**src/rtl/hazard_controller.sv**
```systemverilog
// Pipeline sequencing controller: load-use stall, branch flush, memory-wait freeze and watchdog.
// Optional stall_cycles counter enabled by defining HAZARD_STALL_COUNTER_EN.
module hazard_controller #(
  parameter int unsigned MEM_TIMEOUT       = 16,
  parameter int unsigned STALL_COUNT_WIDTH = 32
) (
  input  logic        clk,
  input  logic        reset,
  input  logic [31:0] ID_instruction,
  input  logic [31:0] EX_instruction,
  input  logic        EX_reg_write_enable,
  input  logic        EX_mem_to_reg,
  input  logic        EX_branch_taken,
  input  logic        MEM_mem_request,
  input  logic        MEM_mem_ready,
  output logic        PC_write_enable,
  output logic        IF_ID_write_enable,
  output logic        IF_ID_flush,
  output logic        ID_EX_write_enable,
  output logic        ID_EX_flush,
  output logic        EX_MEM_write_enable,
  output logic        MEM_WB_flush,
  output logic        mem_error
`ifdef HAZARD_STALL_COUNTER_EN
  ,
  output logic [STALL_COUNT_WIDTH-1:0] stall_cycles
`endif
);

  localparam int unsigned WAIT_W = 8;
  localparam logic [WAIT_W-1:0] WAIT_LAST = WAIT_W'(MEM_TIMEOUT - 1);

  localparam logic [6:0] OP_LUI   = 7'b0110111;
  localparam logic [6:0] OP_AUIPC = 7'b0010111;
  localparam logic [6:0] OP_JAL   = 7'b1101111;
  localparam logic [6:0] OP_R     = 7'b0110011;
  localparam logic [6:0] OP_S     = 7'b0100011;
  localparam logic [6:0] OP_B     = 7'b1100011;

  typedef enum logic [1:0] {
    ST_RUN      = 2'd0,
    ST_MEM_WAIT = 2'd1,
    ST_ERROR    = 2'd2
  } state_t;

  state_t            r_state;
  state_t            w_next_state;
  logic [WAIT_W-1:0] r_wait_count;
  logic [WAIT_W-1:0] w_next_wait_count;

  logic [6:0] w_id_opcode;
  logic [4:0] w_rs1;
  logic [4:0] w_rs2;
  logic [4:0] w_ex_rd;
  logic       w_rs1_used;
  logic       w_rs2_used;
  logic       w_load_use;
  logic       w_mem_wait;
  logic       w_wait_last;

  assign w_id_opcode = ID_instruction[6:0];
  assign w_rs1       = ID_instruction[19:15];
  assign w_rs2       = ID_instruction[24:20];
  assign w_ex_rd     = EX_instruction[11:7];

  assign w_rs1_used = !((w_id_opcode == OP_LUI) || (w_id_opcode == OP_AUIPC) ||
                        (w_id_opcode == OP_JAL));
  assign w_rs2_used = (w_id_opcode == OP_R) || (w_id_opcode == OP_S) || (w_id_opcode == OP_B);

  assign w_load_use = EX_reg_write_enable && EX_mem_to_reg && (w_ex_rd != 5'd0) &&
                      ((w_rs1_used && (w_rs1 == w_ex_rd)) || (w_rs2_used && (w_rs2 == w_ex_rd)));

  assign w_mem_wait  = MEM_mem_request && !MEM_mem_ready;
  assign w_wait_last = (r_wait_count == WAIT_LAST);

  always_ff @(posedge clk) begin
    if (reset) begin
      r_state      <= ST_RUN;
      r_wait_count <= '0;
    end else begin
      r_state      <= w_next_state;
      r_wait_count <= w_next_wait_count;
    end
  end

  // The first wait cycle is seen in RUN (count 0), so each wait cycle bumps the
  // count and the timeout edge ends exactly wait cycle MEM_TIMEOUT.
  always_comb begin
    w_next_state      = r_state;
    w_next_wait_count = r_wait_count;
    case (r_state)
      ST_RUN, ST_MEM_WAIT: begin
        if (w_mem_wait) begin
          if (w_wait_last) begin
            w_next_state      = ST_ERROR;
            w_next_wait_count = '0;
          end else begin
            w_next_state      = ST_MEM_WAIT;
            w_next_wait_count = r_wait_count + WAIT_W'(1);
          end
        end else begin
          w_next_state      = ST_RUN;
          w_next_wait_count = '0;
        end
      end
      ST_ERROR: begin
        w_next_state      = ST_ERROR;
        w_next_wait_count = '0;
      end
      default: begin
        w_next_state      = ST_RUN;
        w_next_wait_count = '0;
      end
    endcase
  end

  // Pipeline control, highest priority first.
  always_comb begin
    PC_write_enable     = 1'b1;
    IF_ID_write_enable  = 1'b1;
    IF_ID_flush         = 1'b0;
    ID_EX_write_enable  = 1'b1;
    ID_EX_flush         = 1'b0;
    EX_MEM_write_enable = 1'b1;
    MEM_WB_flush        = 1'b0;
    mem_error           = 1'b0;
    if (reset) begin
      PC_write_enable     = 1'b0;
      IF_ID_write_enable  = 1'b0;
      IF_ID_flush         = 1'b1;
      ID_EX_write_enable  = 1'b0;
      ID_EX_flush         = 1'b1;
      EX_MEM_write_enable = 1'b0;
      MEM_WB_flush        = 1'b1;
    end else if ((r_state == ST_ERROR) || w_mem_wait) begin
      PC_write_enable     = 1'b0;
      IF_ID_write_enable  = 1'b0;
      ID_EX_write_enable  = 1'b0;
      EX_MEM_write_enable = 1'b0;
      MEM_WB_flush        = 1'b1;
      mem_error           = (r_state == ST_ERROR);
    end else if (EX_branch_taken) begin
      IF_ID_flush = 1'b1;
      ID_EX_flush = 1'b1;
    end else if (w_load_use) begin
      PC_write_enable    = 1'b0;
      IF_ID_write_enable = 1'b0;
      ID_EX_flush        = 1'b1;
    end
  end

`ifdef HAZARD_STALL_COUNTER_EN
  logic [STALL_COUNT_WIDTH-1:0] r_stall_cycles;

  always_ff @(posedge clk) begin
    if (reset) begin
      r_stall_cycles <= '0;
    end else if (!PC_write_enable && (r_stall_cycles != '1)) begin
      r_stall_cycles <= r_stall_cycles + STALL_COUNT_WIDTH'(1);
    end
  end

  assign stall_cycles = r_stall_cycles;

  logic w_unused;
  assign w_unused = &{1'b0, ID_instruction[31:25], ID_instruction[14:12],
                      EX_instruction[31:12], EX_instruction[6:0]};
`else
  logic w_unused;
  assign w_unused = &{1'b0, ID_instruction[31:25], ID_instruction[14:12],
                      EX_instruction[31:12], EX_instruction[6:0], 1'(STALL_COUNT_WIDTH)};
`endif

endmodule
```
**config.mk**
```make
export PLATFORM = sky130hd
export DESIGN_NAME = hazard_controller
export DESIGN_NICKNAME = d
export VERILOG_FILES = /design/src/rtl/hazard_controller.sv
export SDC_FILE = /design/constraint.sdc
export NUM_CORES = 1
export LEC_CHECK = 0
export ABC_AREA = 1
export CAP_MARGIN = 10
export CORE_AREA = 5 5 56 58
export DETAILED_ROUTE_END_ITERATION = 8
export DIE_AREA = 0 0 61 63
export HOLD_SLACK_MARGIN = 0.12
export PLACE_DENSITY = 0.89
export REMOVE_ABC_BUFFERS = 1
export SYNTH_ARGS = -nofsm -noshare
export SYNTH_HDL_FRONTEND = slang
export SYNTH_SLANG_ARGS = --single-unit
```
**constraint.sdc**
```tcl
create_clock -name clk -period 2.8 [get_ports clk]
set_input_delay 0.84 -clock clk [delete_from_list [all_inputs] [get_ports clk]]
set_output_delay 0.84 -clock clk [all_outputs]
set_load 0.02 [all_outputs]
```
==> results.yml, run 1 <==
synthesis:
  synthFlopType: "dfxtp_1"
  yosysSeqAreaShare: 0.2671
  ys_ff_latch: 10
  syn_area_per_cell_um2: 6.143
  yosysTopAreaCellShare: 0.2671
  ys_async_sr_fraction: 0
  synthTopCellsByCount: "nand2_1, inv_1, nor2_1"
  synth.distinct_cells: 24
  syn_inst: 122
  syn_area_um2: 749.5
  synth_edf_count: 0
  synth_top_cell_by_area: "dfxtp_1"
  synth_warnings: 0
  synthMostInstantiatedCell: "nand2_1"
  synth_area_leaders: "dfxtp_1, nand2_1, inv_1"
status:
  status: "finished clean"
critical_path:
  worst_ep_required_time_ns: 1.96
  crit_top_cell: "nand2_1"
  reg2regPathDepth: 8
  cp_cell_sequence: "dlygate4sd2_1 -> inv_1 -> nand2_1 -> nand2_1 -> nand3_2 -> nor2_2 -> nand2_1 -> nand2_1 -> nand3_1 -> nand2_1 -> inv_2 -> buf_6"
  critPathSlowestCell: "dlygate4sd2_1"
  cpPeakStageDelay_ns: 0.24
  path_max_fanout: 2
  worst-path-buf-inv: 4
  critPathTopFamily: "simple AND/OR/NAND/NOR gates"
  reg2reg_slack_ns: 1.47
  critPathArrivalTime_ns: 1.91
  startpoint_type: "input pin"
  r2r-start: "r_wait_count[0]"
  r2r_end: "r_wait_count[5]"
  criticalPathCategory: "in -> out"
  crit_path_end_kind: "output port"
die:
  start_util: 0.2866
  die_h_um: 63
  core_mm2: 0.002615
  fp-row-count: 19
  io_pins: 79
  dieArea_mm2: 0.003843
  die_w_um: 61
cells_and_area:
  n_fill_cell: 272
  multi_input_area_um2: 447.9
  fin_util: 0.4411
  drive_gt1_frac: 0.2439
  seqCellArea_um2: 200.2
  syn_to_final_growth_pct: 53.92
  layoutNonFillerInstCount: 195
  antennaDiodeCount: 0
  finalNetCount: 238
sta:
  worstMarginPinSlew_ns: 0.2721
  drv_slew: 0
  hold_viol: 0
  fin_worst_skew_ns: 0.002406
  relSlewSlack: 0.8176
  fin_crit_ns: 2.748
  finalSetupTns_ns: 0
  finalCritPeriodShare: 0.9813
  timing.fmax_mhz: 363.9
  setup_violations: 0
global_routing:
  grt_antenna_before_repair: 0
  grt_remaining_overflow: 0
  grt_usage: 0.1019
  grt_pass1_vias: 827
  grt_first_pass_wirelength_um: 3084
  grt_max_degree: 10
pwr:
  irDropWorstVdd_mv: 0.2408
  p_leak_uw: 0.0005917
  powerDensity_mw_per_mm2: 294.0
worst_hold_path:
  holdPathStages: 1
  worstHoldEndpoint: "r_wait_count[0]"
  hp-class: "reg -> reg"
  min_from: "r_wait_count[0]"
clock_tree:
  cts_buffer_depth: 2
  clock_latency_ns: 0.27
  cts_tree: "yes"
  cts_root_buffer: "clkbuf_4"
  clk_pin_slew_ns: 0.06
  cts_inserted_buffers: 3
  cts_setup_buffers: 0
  clock_sinks: 10
  h-tree-depth: 1
route:
  drtIter0Drc: 38
  wl_per_cell_um: 9.651
  antenna_left: 0
  drc_errors: 0
  vias: 859
  wirelength_um: 1882
  drtPass1Iterations: 4
  drt-vias-per-instance: 4.405
place:
  numPortBuffers: 36
  place.gp.congestion: 0.7680
  dp.cells: 192
  dp_hpwl_um: 1561
flow_run:
  cap_viol_max_count: 0
-- final cells by class --
cell class,count,share of cell area
clock buffer,3,0.01952
inverter,28,0.09111
multi-input combinational,82,0.3883
sequential,10,0.1735
tap,31,0.03362
timing repair buffer,41,0.2939
-- power by group --
part           total, uW  switching [uW]  internal (uW)
clock               97.7            48.0           49.7
sequential           144           0.874            144
combinational       97.1            46.5           50.5
-- kinds of logic (layout without fill, tap and decap cells) --
group | Yosys count | count (layout) | synth area share
DFF | 10 | 10 | 0.2671
adders and majority gates | 1 | 1 | 0.01669
AOI/OAI and AO/OA | 4 | 4 | 0.02838
and+or+nand+nor | 70 | 70 | 0.4458
xor gates and xnor gates | 7 | 7 | 0.08180
buffers and inverters | 30 | 72 | 0.1603
-- stage by stage --
stage / hold WS, ns / power (uW) / area, um^2 / setup WS (ns)
2_1_floorplan: 0.4288 / 187.5 / 734.5 / -0.02418
3_3_place_gp: 0.4380 / 254.3 / 1171 / -0.6140
3_5_place_dp: 0.4489 / 256.0 / 1171 / -0.6408
4_1_cts: 0.4635 / 343.0 / 1149 / -0.02365
5_1_grt: 0.5052 / 364.6 / 1154 / -0.03991
6_report: 0.4677 / 339.2 / 1154 / 0.05227
-- placed cells by master, fill, tap and decap left out --
cell              n
clkdlybuf4s50_1   6
nand4_2           1
buf_2             4
o22ai_1           1
clkbuf_4          3
nor2_2            3
ha_1              1
xor2_1            4
clkdlybuf4s15_1   1
buf_6             2
nor3_2            2
nand3_1           6
clkbuf_2          4
nand3_2           2
dlymetal6s2s_1    1
nand3b_1          1
buf_4             6
a21oi_1           2
nand4_1           1
inv_2             6
dfxtp_1          10
dlygate4sd2_1    17
o21ai_2           1
nand2_4           1
nand2_2           4
xnor2_1           3
inv_1            22
nor2_1           14
nand2_1          31
nor2_4            1
nor3b_1           1
nor3_1            2
-- layer usage --
layer | track usage | routed length [um]
met2 | 0.1765 | 954
met1 | 0.1089 | 714
met5 | 0 | 0
met4 | 0.05691 | 35
met3 | 0.02273 | 177
-- worst max path at each step --
stage                       startpoint                  to  slack, ns  cells after the start
floorplan                MEM_mem_ready  IF_ID_write_enable      -0.02                      6
global placement     EX_instruction[9]         ID_EX_flush      -0.61                     11
detailed placement  EX_instruction[10]     PC_write_enable      -0.64                      9
global route        ID_instruction[22]     PC_write_enable      -0.04                     12
CTS                  ID_instruction[5]     PC_write_enable      -0.02                     10
finish              ID_instruction[22]     PC_write_enable       0.05                     12
-- repair_timing --
item,4_1_cts,5_1_grt
endpoints found under the setup margin,8,5
gates resized for setup,56,21
hold buffers,0,0
pin swaps,13,8
-- flip-flops by register name (all words and copies together), names as in the netlist --
register      flops
r_wait_count      8
r_state           2
-- worst reg2reg max path: cells and delay by family, from the launching register on --
| family | cells | cell delay, ns |
|---|---|---|
| buf+inv | 1 | 0.07 |
| compound gates | 1 | 0.06 |
| fa+ha+maj | 1 | 0.20 |
| flops | 1 | 0.38 |
| simple gates | 5 | 0.52 |
(Power assumes the default switching activity.)
==> inputs of run 2 (changes only) <==
--- a/config.mk
+++ b/config.mk
@@ -7,9 +7,9 @@
 export LEC_CHECK = 0
 export ABC_AREA = 1
 export CAP_MARGIN = 10
-export CORE_AREA = 5 5 56 58
+export CORE_AREA = 2 2 53 55
 export DETAILED_ROUTE_END_ITERATION = 8
-export DIE_AREA = 0 0 61 63
+export DIE_AREA = 0 0 55 57
 export HOLD_SLACK_MARGIN = 0.12
 export PLACE_DENSITY = 0.89
 export REMOVE_ABC_BUFFERS = 1
==> results.yml, run 2 (synthesized netlist as in run 1, its figures left out) <==
status:
  status: "finished clean"
critical_path:
  reg2reg_slack_ns: 1.53
  crit_path_end_kind: "output port"
  worst_ep_required_time_ns: 1.96
  reg2regPathDepth: 8
  startpoint_type: "input pin"
  critPathArrivalTime_ns: 1.92
  r2r-start: "r_wait_count[0]"
  r2r_end: "r_wait_count[3]"
  path_max_fanout: 3
  criticalPathCategory: "in -> out"
global_routing:
  grt_antenna_before_repair: 0
  grt_usage: 0.1124
  grt_pass1_vias: 722
  grt_first_pass_wirelength_um: 2608
  grt_max_degree: 10
  grt_remaining_overflow: 0
route:
  drc_errors: 0
  drt-vias-per-instance: 4.365
  drtIter0Drc: 9
  wl_per_cell_um: 9.741
  antenna_left: 0
  drtPass1Iterations: 4
  vias: 860
  wirelength_um: 1919
place:
  dp_hpwl_um: 1409
  place.gp.congestion: 0.7132
  numPortBuffers: 36
  place_area_mm2: 0.001164
cells_and_area:
  reg_top3: "r_wait_count (8), r_state (2)"
  top_register: "r_wait_count"
  fin_util: 0.4522
  multi_input_area_um2: 467.9
  drive_gt1_frac: 0.2952
  antennaDiodeCount: 0
  largest_reg_flops: 8
  final_cell_mix: "nand2_1, inv_1, nor2_1, dlygate4sd2_1, dfxtp_1"
  mostFrequentLayoutCell: "nand2_1"
  n_fill_cell: 286
  seqCellArea_um2: 200.2
  syn_to_final_growth_pct: 57.76
  finalNetCount: 239
  design_area_mm2: 0.001182
pwr:
  switching_share: 0.2731
  powerDensity_mw_per_mm2: 319.4
  p_int_uw: 274.5
  p_sw_uw: 103.1
  seqPwrFrac: 0.382
  irDropWorstVdd_mv: 0.2608
  clkPwrFrac: 0.350
  p_leak_uw: 0.0005884
  combPwrFrac: 0.268
clock_tree:
  cts_tree: "yes"
  clk_pin_slew_ns: 0.07
  cts_buffer_depth: 2
  cts_inserted_buffers: 3
  h-tree-depth: 1
  clock_sinks: 10
  clock_latency_ns: 0.27
  cts_root_buffer: "clkbuf_4"
sta:
  relSlewSlack: 0.8200
  worstMarginPinSlew_ns: 0.2686
  hold_viol: 0
  fin_crit_ns: 2.762
  finalSetupTns_ns: 0
  fin_worst_skew_ns: 0.0004061
  drv_slew: 0
  timing.fmax_mhz: 362.0
  setup_violations: 0
  finalCritPeriodShare: 0.9865
worst_hold_path:
  min_from: "r_wait_count[0]"
  holdPathStages: 1
  hp-class: "reg -> reg"
  worstHoldEndpoint: "r_wait_count[0]"
die:
  core_mm2: 0.002615
  fp-row-count: 19
  die_h_um: 57
  dieArea_mm2: 0.003135
  io_pins: 79
  die_w_um: 55
  start_util: 0.2866
flow_run:
  cap_viol_max_count: 0
-- run 2: area by class of cell --
class | instances | area share
multi-input combinational | 82 | 0.3958
timing repair buffer | 42 | 0.2825
sequential | 10 | 0.1693
inverter | 28 | 0.08889
tap | 31 | 0.03280
clock buffer | 4 | 0.03069
-- run 2: timing repair --
action / CTS / global route
setup buffers: 1 / 1
endpoints found under the setup margin: 8 / 6
pin swaps: 13 / 19
hold buffers: 0 / 0
gates resized for setup: 58 / 36
-- run 2: worst max-delay path by stage --
stage                       start            endpoint  slack, ns
2_1_floorplan       MEM_mem_ready  IF_ID_write_enable      -0.02
3_3_place_gp   EX_instruction[10]     PC_write_enable      -0.62
3_5_place_dp    EX_instruction[7]  IF_ID_write_enable      -0.63
4_1_cts         EX_instruction[8]  IF_ID_write_enable      -0.02
5_1_grt             MEM_mem_ready        MEM_WB_flush     -0.009
6_report            MEM_mem_ready        MEM_WB_flush       0.04
-- run 2: routing by layer --
metal | track usage | wire length [um]
met4 | 0.06272 | 36
met2 | 0.2109 | 972
met5 | 0 | 0
met3 | 0.03927 | 259
met1 | 0.09672 | 650
-- run 2: per-stage QoR --
stage / hold slack (ns) / worst slack [ns] / std cells / power (uW)
after floorplan: 0.4288 / -0.02418 / 120 / 187.5
after global placement: 0.4384 / -0.6159 / 191 / 253.3
after detailed placement: 0.4536 / -0.6280 / 191 / 254.7
after CTS: 0.4696 / -0.01552 / 196 / 372.4
after global routing: 0.4966 / -0.008565 / 197 / 397.2
final: 0.4640 / 0.03774 / 197 / 377.6
-- run 2: critical path: stages --
cell and delay [ns]:
clkdlybuf4s50_1 0.45, inv_1 0.04, nand2_2 0.09, nand2_4 0.07
nor2_4 0.13, buf_6 0.11, inv_1 0.03, buf_4 0.15
-- run 2: power groups by stage --
stage,registers [uW],logic [uW],clock network (uW)
finish,144,101,132
global route,144,111,142
CTS,144,93.1,135
detailed placement,148,107,0
global placement,148,106,0
floorplan,147,40.0,0
